==> config.mk <==
export PLATFORM = sky130hd
export DESIGN_NAME = dmem_dbg_arbiter
export DESIGN_NICKNAME = d
export VERILOG_FILES = /design/src/rtl/kgp_mem_pkg.sv /design/src/rtl/rr_arbiter.sv /design/src/rtl/dmem_dbg_arbiter.sv
export SDC_FILE = /design/constraint.sdc
export NUM_CORES = 1
export LEC_CHECK = 0
export CORE_AREA = 2 2 89 91
export DETAILED_ROUTE_END_ITERATION = 16
export DIE_AREA = 0 0 91 93
export DONT_BUFFER_PORTS = 1
export PLACE_DENSITY = 0.71
export SLEW_MARGIN = 10
export SYNTH_ARGS = -nofsm -noshare
export SYNTH_HDL_FRONTEND = slang
export SYNTH_SLANG_ARGS = --single-unit
==> constraint.sdc <==
create_clock -name clk -period 6.6 [get_ports clk]
set_input_delay 0 -clock clk [delete_from_list [all_inputs] [get_ports clk]]
set_output_delay 0 -clock clk [all_outputs]
set_load 0.05 [all_outputs]
==> src/rtl/kgp_mem_pkg.sv <==
// Shared types and default widths for the data-memory debug arbiter.
package kgp_mem_pkg;

  localparam int DEF_DATA_W = 32;
  localparam int DEF_ADDR_W = 10;

  typedef enum logic [1:0] {
    IDLE = 2'd0,
    WAIT = 2'd1,
    ACK  = 2'd2
  } arb_state_e;

endpackage

==> src/rtl/rr_arbiter.sv <==
// Round-robin pick among debug requesters, searching upward from last_grant+1.
module rr_arbiter #(
  parameter int N_DBG = 2,
  parameter int IDX_W = (N_DBG > 1) ? $clog2(N_DBG) : 1
) (
  input  logic [N_DBG-1:0] req,
  input  logic [IDX_W-1:0] last_grant,
  output logic [IDX_W-1:0] winner,
  output logic             valid
);

  always_comb begin
    logic [IDX_W-1:0] cand;
    cand   = '0;
    winner = last_grant;
    valid  = 1'b0;
    // Walk from farthest to nearest so the closest requester after last_grant wins.
    for (int i = N_DBG; i >= 1; i--) begin
      cand = IDX_W'((int'(last_grant) + i) % N_DBG);
      if (req[cand]) begin
        winner = cand;
        valid  = 1'b1;
      end
    end
  end

endmodule

==> src/rtl/dmem_dbg_arbiter.sv <==
// Shares one data-memory port between the CPU (absolute priority) and N_DBG
// read-only debug channels served round-robin, one read every three cycles.
module dmem_dbg_arbiter
  import kgp_mem_pkg::*;
#(
  parameter int DATA_W = DEF_DATA_W,
  parameter int ADDR_W = DEF_ADDR_W,
  parameter int N_DBG  = 2
) (
  input  logic                    clk,
  input  logic                    rst,
  input  logic                    cpu_rd,
  input  logic                    cpu_wr,
  input  logic [DATA_W-1:0]       cpu_addr,
  input  logic [DATA_W-1:0]       cpu_wdata,
  output logic [DATA_W-1:0]       cpu_rdata,
  input  logic [N_DBG-1:0]        dbg_req,
  input  logic [N_DBG*ADDR_W-1:0] dbg_addr,
  output logic [N_DBG-1:0]        dbg_ack,
  output logic [DATA_W-1:0]       dbg_rdata,
  output logic                    mem_en,
  output logic                    mem_we,
  output logic [ADDR_W-1:0]       mem_addr,
  output logic [DATA_W-1:0]       mem_wdata,
  input  logic [DATA_W-1:0]       mem_rdata
);

  localparam int IDX_W = (N_DBG > 1) ? $clog2(N_DBG) : 1;

  arb_state_e        state;
  logic [IDX_W-1:0]  last_grant;
  logic [IDX_W-1:0]  grant_p1;
  logic [IDX_W-1:0]  rr_win;
  logic              rr_vld;
  logic              cpu_act;
  logic              dbg_issue;
  logic [ADDR_W-1:0] dbg_win_addr;
  logic [ADDR_W-1:0] addr_hold_p1;
  logic [DATA_W-1:0] wdata_hold_p1;

  rr_arbiter #(
    .N_DBG (N_DBG),
    .IDX_W (IDX_W)
  ) u_rr (
    .req        (dbg_req),
    .last_grant (last_grant),
    .winner     (rr_win),
    .valid      (rr_vld)
  );

  assign cpu_rdata = mem_rdata;

  // Issue stage: CPU wins the port outright; debug only issues from IDLE.
  always_comb begin
    cpu_act      = cpu_rd | cpu_wr;
    dbg_win_addr = dbg_addr[int'(rr_win)*ADDR_W +: ADDR_W];
    dbg_issue    = !rst && !cpu_act && (state == IDLE) && rr_vld;
    mem_en       = cpu_act | dbg_issue;
    mem_we       = cpu_wr;
    mem_addr     = addr_hold_p1;
    mem_wdata    = wdata_hold_p1;
    if (cpu_act) begin
      mem_addr  = cpu_addr[ADDR_W+1:2];
      mem_wdata = cpu_wdata;
    end else if (dbg_issue) begin
      mem_addr  = dbg_win_addr;
    end
  end

  // Idle bus keeps the last driven address/data.
  always_ff @(posedge clk) begin
    if (mem_en) begin
      addr_hold_p1  <= mem_addr;
      wdata_hold_p1 <= mem_wdata;
    end
  end

  // Control: IDLE issues, WAIT captures memory data, ACK presents the pulse.
  always_ff @(posedge clk) begin
    if (rst) begin
      state      <= IDLE;
      last_grant <= IDX_W'(N_DBG - 1);
      grant_p1   <= '0;
      dbg_ack    <= '0;
      dbg_rdata  <= '0;
    end else begin
      case (state)
        IDLE: begin
          dbg_ack <= '0;
          if (dbg_issue) begin
            grant_p1   <= rr_win;
            last_grant <= rr_win;
            state      <= WAIT;
          end
        end
        WAIT: begin
          dbg_rdata          <= mem_rdata;
          dbg_ack            <= '0;
          dbg_ack[grant_p1]  <= 1'b1;
          state              <= ACK;
        end
        ACK: begin
          dbg_ack <= '0;
          state   <= IDLE;
        end
        default: begin
          dbg_ack <= '0;
          state   <= IDLE;
        end
      endcase
    end
  end

endmodule

# ---- After elaboration in Yosys (flattened, before gate mapping)
# Cells that the tools add are included.
dict set report totals {
  elab_cells 44
  inputBits 122
  output_inout_bits 110
  regBits 80
}
dict set report op_classes {
  order_cmp 4
  n_mul 1
  add_sub_neg 2
  n_mux 15
  shifts 1
  eq_ne 2
  n_reduce_logical 9
  bitwise 3
}
# operator n
set ops {}
lappend ops {{2-to-1 mux 32 bit} 1}
lappend ops {{2-to-1 mux 10 bit} 2}
lappend ops {{indexed part select 20 x 6 -> 10 bit} 1}
lappend ops {{2-to-1 mux 1 bit} 9}
lappend ops {{less-than comparator 1 x 2 -> 1 bit (second input constant)} 3}
lappend ops {{logical AND 1 bit} 4}
lappend ops {{multiplier 1 x 3 -> 4 bit (second input constant)} 1}
lappend ops {{one-hot mux 2 bit (2 select lines)} 1}
lappend ops {{adder 1 bit (second input constant)} 2}
lappend ops {{equality test 2 x 1 -> 1 bit (second input constant)} 1}
lappend ops {{zero test 1 bit} 2}
lappend ops {{zero test 2 bit} 1}
lappend ops {{2-to-1 mux 2 bit} 1}
lappend ops {{inequality test 2 bit (second input constant)} 1}
lappend ops {{OR 1 bit} 2}
lappend ops {{AND reduction 2 bit} 1}
lappend ops {{OR reduction 2 bit} 1}
lappend ops {{demux 1 bit (select 1 bit)} 1}
lappend ops {{greater-or-equal comparator 1 bit (second input constant)} 1}
lappend ops {{NOT 1 bit} 1}

# ---- Longest topological paths before layout
dict set report logic_depth {
  ltp_word 9
  depth_mapped 6
  ltp_nobuf 4
}

# ---- By module
# From an unflattened synthesis, not the netlist that was laid out.
dict set report hier_totals {
  cells_unflattened 379
  hier_area_um2 3498.4
}
# mod cells_per_inst n_inst area_each_um2 seq_area_each_um2
set modules_own_cells {}
lappend modules_own_cells {dmem_dbg_arbiter 376 1 3483.3 2021.9}
lappend modules_own_cells {rr_arbiter 3 1 15.0 0.0}

# ---- Worst setup path before layout
# OpenSTA, ideal clock, no wires.
dict set report synth_timing {
  path_type {register -> register}
  from {register state[1]}
  to {register addr_hold_p1[0], enable pin}
  n_path_buf 1
  period_less_slack_ns 2.397
  stages_incl_launch_ff 5
  required_ns 6.184
  setup_slack_ns 4.203
  setup_time_ns 0.416
  t_arrival_ns 1.981
  path_cell_list {dfxtp_1 -> nor3_4 -> nand2_1 -> buf_2 -> nand2_1}
}
dict set report synth_between {
  elab_chain_cells 4
}
# element line
set synth_rtl {}
lappend synth_rtl {{start, declared} dmem_dbg_arbiter.sv:30} ;# arb_state_e state;
lappend synth_rtl {{start signal, assigned} dmem_dbg_arbiter.sv:81} ;# state <= IDLE;
lappend synth_rtl {{start signal, assigned} dmem_dbg_arbiter.sv:93} ;# state <= WAIT;
lappend synth_rtl {{start signal, assigned} dmem_dbg_arbiter.sv:100} ;# state <= ACK;
lappend synth_rtl {{zero test 2 bit} dmem_dbg_arbiter.sv:57} ;# dbg_issue = !rst && !cpu_act && (state == IDLE) && rr_vld;
lappend synth_rtl {{logical AND 1 bit (2 in series)} dmem_dbg_arbiter.sv:57}
lappend synth_rtl {{OR 1 bit} dmem_dbg_arbiter.sv:58} ;# mem_en = cpu_act | dbg_issue;
lappend synth_rtl {{via mem_en} dmem_dbg_arbiter.sv:21} ;# output logic mem_en,
lappend synth_rtl {{end signal, assigned} dmem_dbg_arbiter.sv:73} ;# addr_hold_p1 <= mem_addr;
lappend synth_rtl {{end, declared} dmem_dbg_arbiter.sv:38} ;# logic [ADDR_W-1:0] addr_hold_p1;
# The timed path passes the listed nets, and every way through them passes these cells.
# A chain may end at the register's enable or synchronous reset.

# ---- Worst setup path after layout
dict set report layout_timing {
  from {register last_grant}
  to {register addr_hold_p1[9], data pin}
}
dict set report layout_between {
  elab_chain_cells 9
  elab_cells_between_ends 15
  cone_classes {2 x add/sub; 1 x mul; 1 x shift; 10 x mux; 1 x reduce/logical}
}
# element line
set layout_rtl {}
lappend layout_rtl {{start, declared} dmem_dbg_arbiter.sv:31} ;# logic [IDX_W-1:0] last_grant;
lappend layout_rtl {{start signal, assigned} dmem_dbg_arbiter.sv:82} ;# last_grant <= IDX_W'(N_DBG - 1);
lappend layout_rtl {{start signal, assigned} dmem_dbg_arbiter.sv:92} ;# last_grant <= rr_win;
lappend layout_rtl {{adder 1 bit} rr_arbiter.sv:19} ;# cand = IDX_W'((int'(last_grant) + i) % N_DBG);
lappend layout_rtl {{2-to-1 mux 1 bit (not written as such) (2 in series)} rr_arbiter.sv:20} ;# if (req[cand]) begin
lappend layout_rtl {{2-to-1 mux 1 bit (2 in series)} rr_arbiter.sv:20}
lappend layout_rtl {{multiplier 1 x 3 -> 4 bit} dmem_dbg_arbiter.sv:56} ;# dbg_win_addr = dbg_addr[int'(rr_win)*ADDR_W +: ADDR_W];
lappend layout_rtl {{indexed part select 20 x 6 -> 10 bit} dmem_dbg_arbiter.sv:56}
lappend layout_rtl {{2-to-1 mux 10 bit (*)} dmem_dbg_arbiter.sv:65} ;# end else if (dbg_issue) begin
lappend layout_rtl {{2-to-1 mux 10 bit (*)} dmem_dbg_arbiter.sv:62} ;# if (cpu_act) begin
lappend layout_rtl {{via mem_addr[9]} dmem_dbg_arbiter.sv:23} ;# output logic [ADDR_W-1:0] mem_addr,
# Mark *: on every way through the listed nets, which the timed path passes. The rest lies on a longest branch. The select of a mux whose other input is x is not followed.

==> flow_summary.yaml <==
synth:
  synth_top_cell_area_share: 0.3524
  ys.flop_type: "edfxtp_1"
  syn_nets: 510
  synth_most_common_cell: "nand2_1"
  async_flop_share: 0
  synth_edf_count: 42
  netlist_area_sq_um: 3578
  synth_top_cell_by_area: "edfxtp_1"
  synthCells: 388
  synth.avg_cell_area_sq_um: 9.223
  synth.distinct_cells: 25
  synth_warnings: 0
  synth_area_leaders: "edfxtp_1 35%, dfxtp_1 21%, nand2_1 18%"
  synth_seq_cells: 80
  synth_common_cells: "172 x nand2_1, 42 x edfxtp_1, 38 x dfxtp_1, 34 x buf_4, 33 x a21oi_1"
  seq_area_frac_synth: 0.5650
hold_path:
  hold_class: "primary input to output pin"
cells_and_area:
  antennaDiodeCount: 0
  final_core_util: 0.5515
  fin_cells: 505
  final_nets: 520
  syn_to_final_growth_pct: 16.01
  drive_gt1_frac: 0.07940
sta:
  tns_ps: 0
  tightestPinTransition_ps: 1091
  max-slew-margin-rel: 0.2694
  rsz0062_at_grt: "no"
  worst_slack_ps: 3960
  clock.fmax_mhz: 378.8
  min_period_ps: 2640
  slew_viol_final: 0
  period_share: 0.4000
  clock_skew_ps: 10.29
  setup_violations: 0
  hold_violations: 0
critical_path:
  worst_ep_required_time_ps: 6590
  crit_arrival_ps: 2630
  cpPeakStageDelay_ps: 900
  cp-start-kind: "flop"
  worst-path-buf-inv: 0
  path_cells: "mux2i_2 -> mux2i_1 -> o211ai_1"
  endpoint_kind: "flop"
  crit_fanout: 12
  critPathKind: "flop to flop"
  crit_path_top_delay_cell: "o211ai_1"
  critPathTopFamily: "multiplexers"
grt:
  grt_pass1_wl_mm: 12.23
  antenna_found_initial: 0
  grt-ovfl-total: 0
  grt_usage: 0.1860
  grt_pass1_vias: 2679
  grt_max_degree: 46
pwr:
  internal_power_mw: 0.8561
  p_seq_frac: 0.496
  p_leak_nw: 1.705
  pwr-share-comb: 0.157
  p_clk_frac: 0.346
  powerDensity_nw_per_um2: 289.1
  ir_worst_vdd_mv: 0.1447
  total_power_mw: 1.200
  p_sw_frac: 0.2866
  netSwitchingPower_mw: 0.3439
place:
  place_worst_setup_slack_ps: 3939
  place_hpwl_mm: 5.103
  gp_congestion: 0.7577
  numPortBuffers: 0
  place_inst: 436
floorplan:
  core-area_sq_um: 7527
  io_pins: 232
  die_h_microns: 93
  rows: 32
  start_util: 0.4754
  fp.dieArea_sq_um: 8463
  chipWidth_microns: 91
clock_network:
  cts_root_buf: "clkbuf_8"
  clk_pin_slew_ps: 70
  tritoncts: "done"
  cts_sinks: 80
  cts_buffer_depth: 2
  htree_levels: 3
  numCtsBuffers: 9
  postCtsSetupBuffers: 0
  clock_latency_ps: 340
flow_run:
  drv_cap: 0
drt:
  wl_mm: 7.845
  drc: 0
  first_pass_iters: 4
  wire_per_inst_microns: 15.53
  drtAntennaViolNets: 0
  drt_first_iter_violations: 59
  vias: 2612
  vias_per_cell: 5.172
status:
  status: "finished clean"
[per-stage QoR]
stage / hold WS (ps) / instance area (sq um)
after floorplan: 134.4 / 3578
after global routing: 0.06061 / 4151
after detailed placement: 0.3508 / 3368
final: 0.01966 / 4151
after global placement: 0.3516 / 3368
after CTS: 0.3487 / 4144
[cell usage in the layout (no fill, tap or decap), drive strengths merged]
master         n
dfxtp         38
mux2i         11
a21oi         33
nor2           2
nor3           2
or2            2
a31oi          1
clkinvlp       1
a211oi         1
nor3b          1
bufinv         3
clkinv         2
o211ai        10
nor2b          1
nand2        172
and2           1
nand3         11
dlygate4sd3   52
nand2b         1
edfxtp        42
buf            4
clkbuf        10
inv            2
[what timing repair did]
action	CTS	global route
hold buffers	53	0
gates resized for setup	0	0
endpoints found under the hold margin	37	0
[state kept, by name (all words and copies together) (netlist names)]
signal         flops
dbg_rdata         32
wdata_hold_p1     32
addr_hold_p1      10
dbg_ack            2
state              2
grant_p1           1
last_grant         1
[routing by layer]
| metal | wire [microns] | up-vias | track usage | part of all wire |
|---|---|---|---|---|
| li1 | - | 1262 | - | - |
| met2 | 3986 | 153 | 0.3438 | 0.51 |
| met4 | 148 | 0 | 0.08333 | 0.019 |
| met5 | 0 | - | 0 | 0 |
| met3 | 864 | 14 | 0.07252 | 0.11 |
| met1 | 2845 | 1183 | 0.1835 | 0.36 |
[worst paths after layout]
path	startpoint	end	slack, ps	cells after the start
setup / recovery	last_grant	addr_hold_p1[9]	3960	3
hold / removal	mem_rdata[18]	cpu_rdata[18]	0.02	0
setup reg to reg	last_grant	addr_hold_p1[9]	3960	3
hold reg to reg	grant_p1	dbg_ack[0]	460	1
[final cells by class]
| class | instances | area (sq um) |
|---|---|---|
| Multi-Input combinational cell | 249 | 1196 |
| Clock inverter | 6 | 107.6 |
| Sequential cell | 80 | 2022 |
| Timing Repair Buffer | 56 | 563.0 |
| Fill cell | 672 | 3376 |
| Inverter | 2 | 7.507 |
| Clock buffer | 10 | 127.6 |
| Tap cell | 102 | 127.6 |
[power by group through the flow]
stage,logic [mW],clock network [mW],registers (mW)
final,0.189,0.416,0.596
after global routing,0.201,0.448,0.599
after CTS,0.189,0.432,0.596
after detailed placement,0.164,0,0.607
after global placement,0.162,0,0.606
after floorplan,0.207,0,0.604
[cells by family (layout without fill, tap and decap cells)]
logic type	after synthesis	in the layout	share of synthesized area
flip-flops	80	80	0.5650
multiplexers	11	11	0.03182
AND/OR/NAND/NOR	193	193	0.2154
AO/OA/AOI/OAI	45	45	0.08217
buffers and inverters	59	74	0.1056
Note: power is estimated with default switching activity, not from simulation.
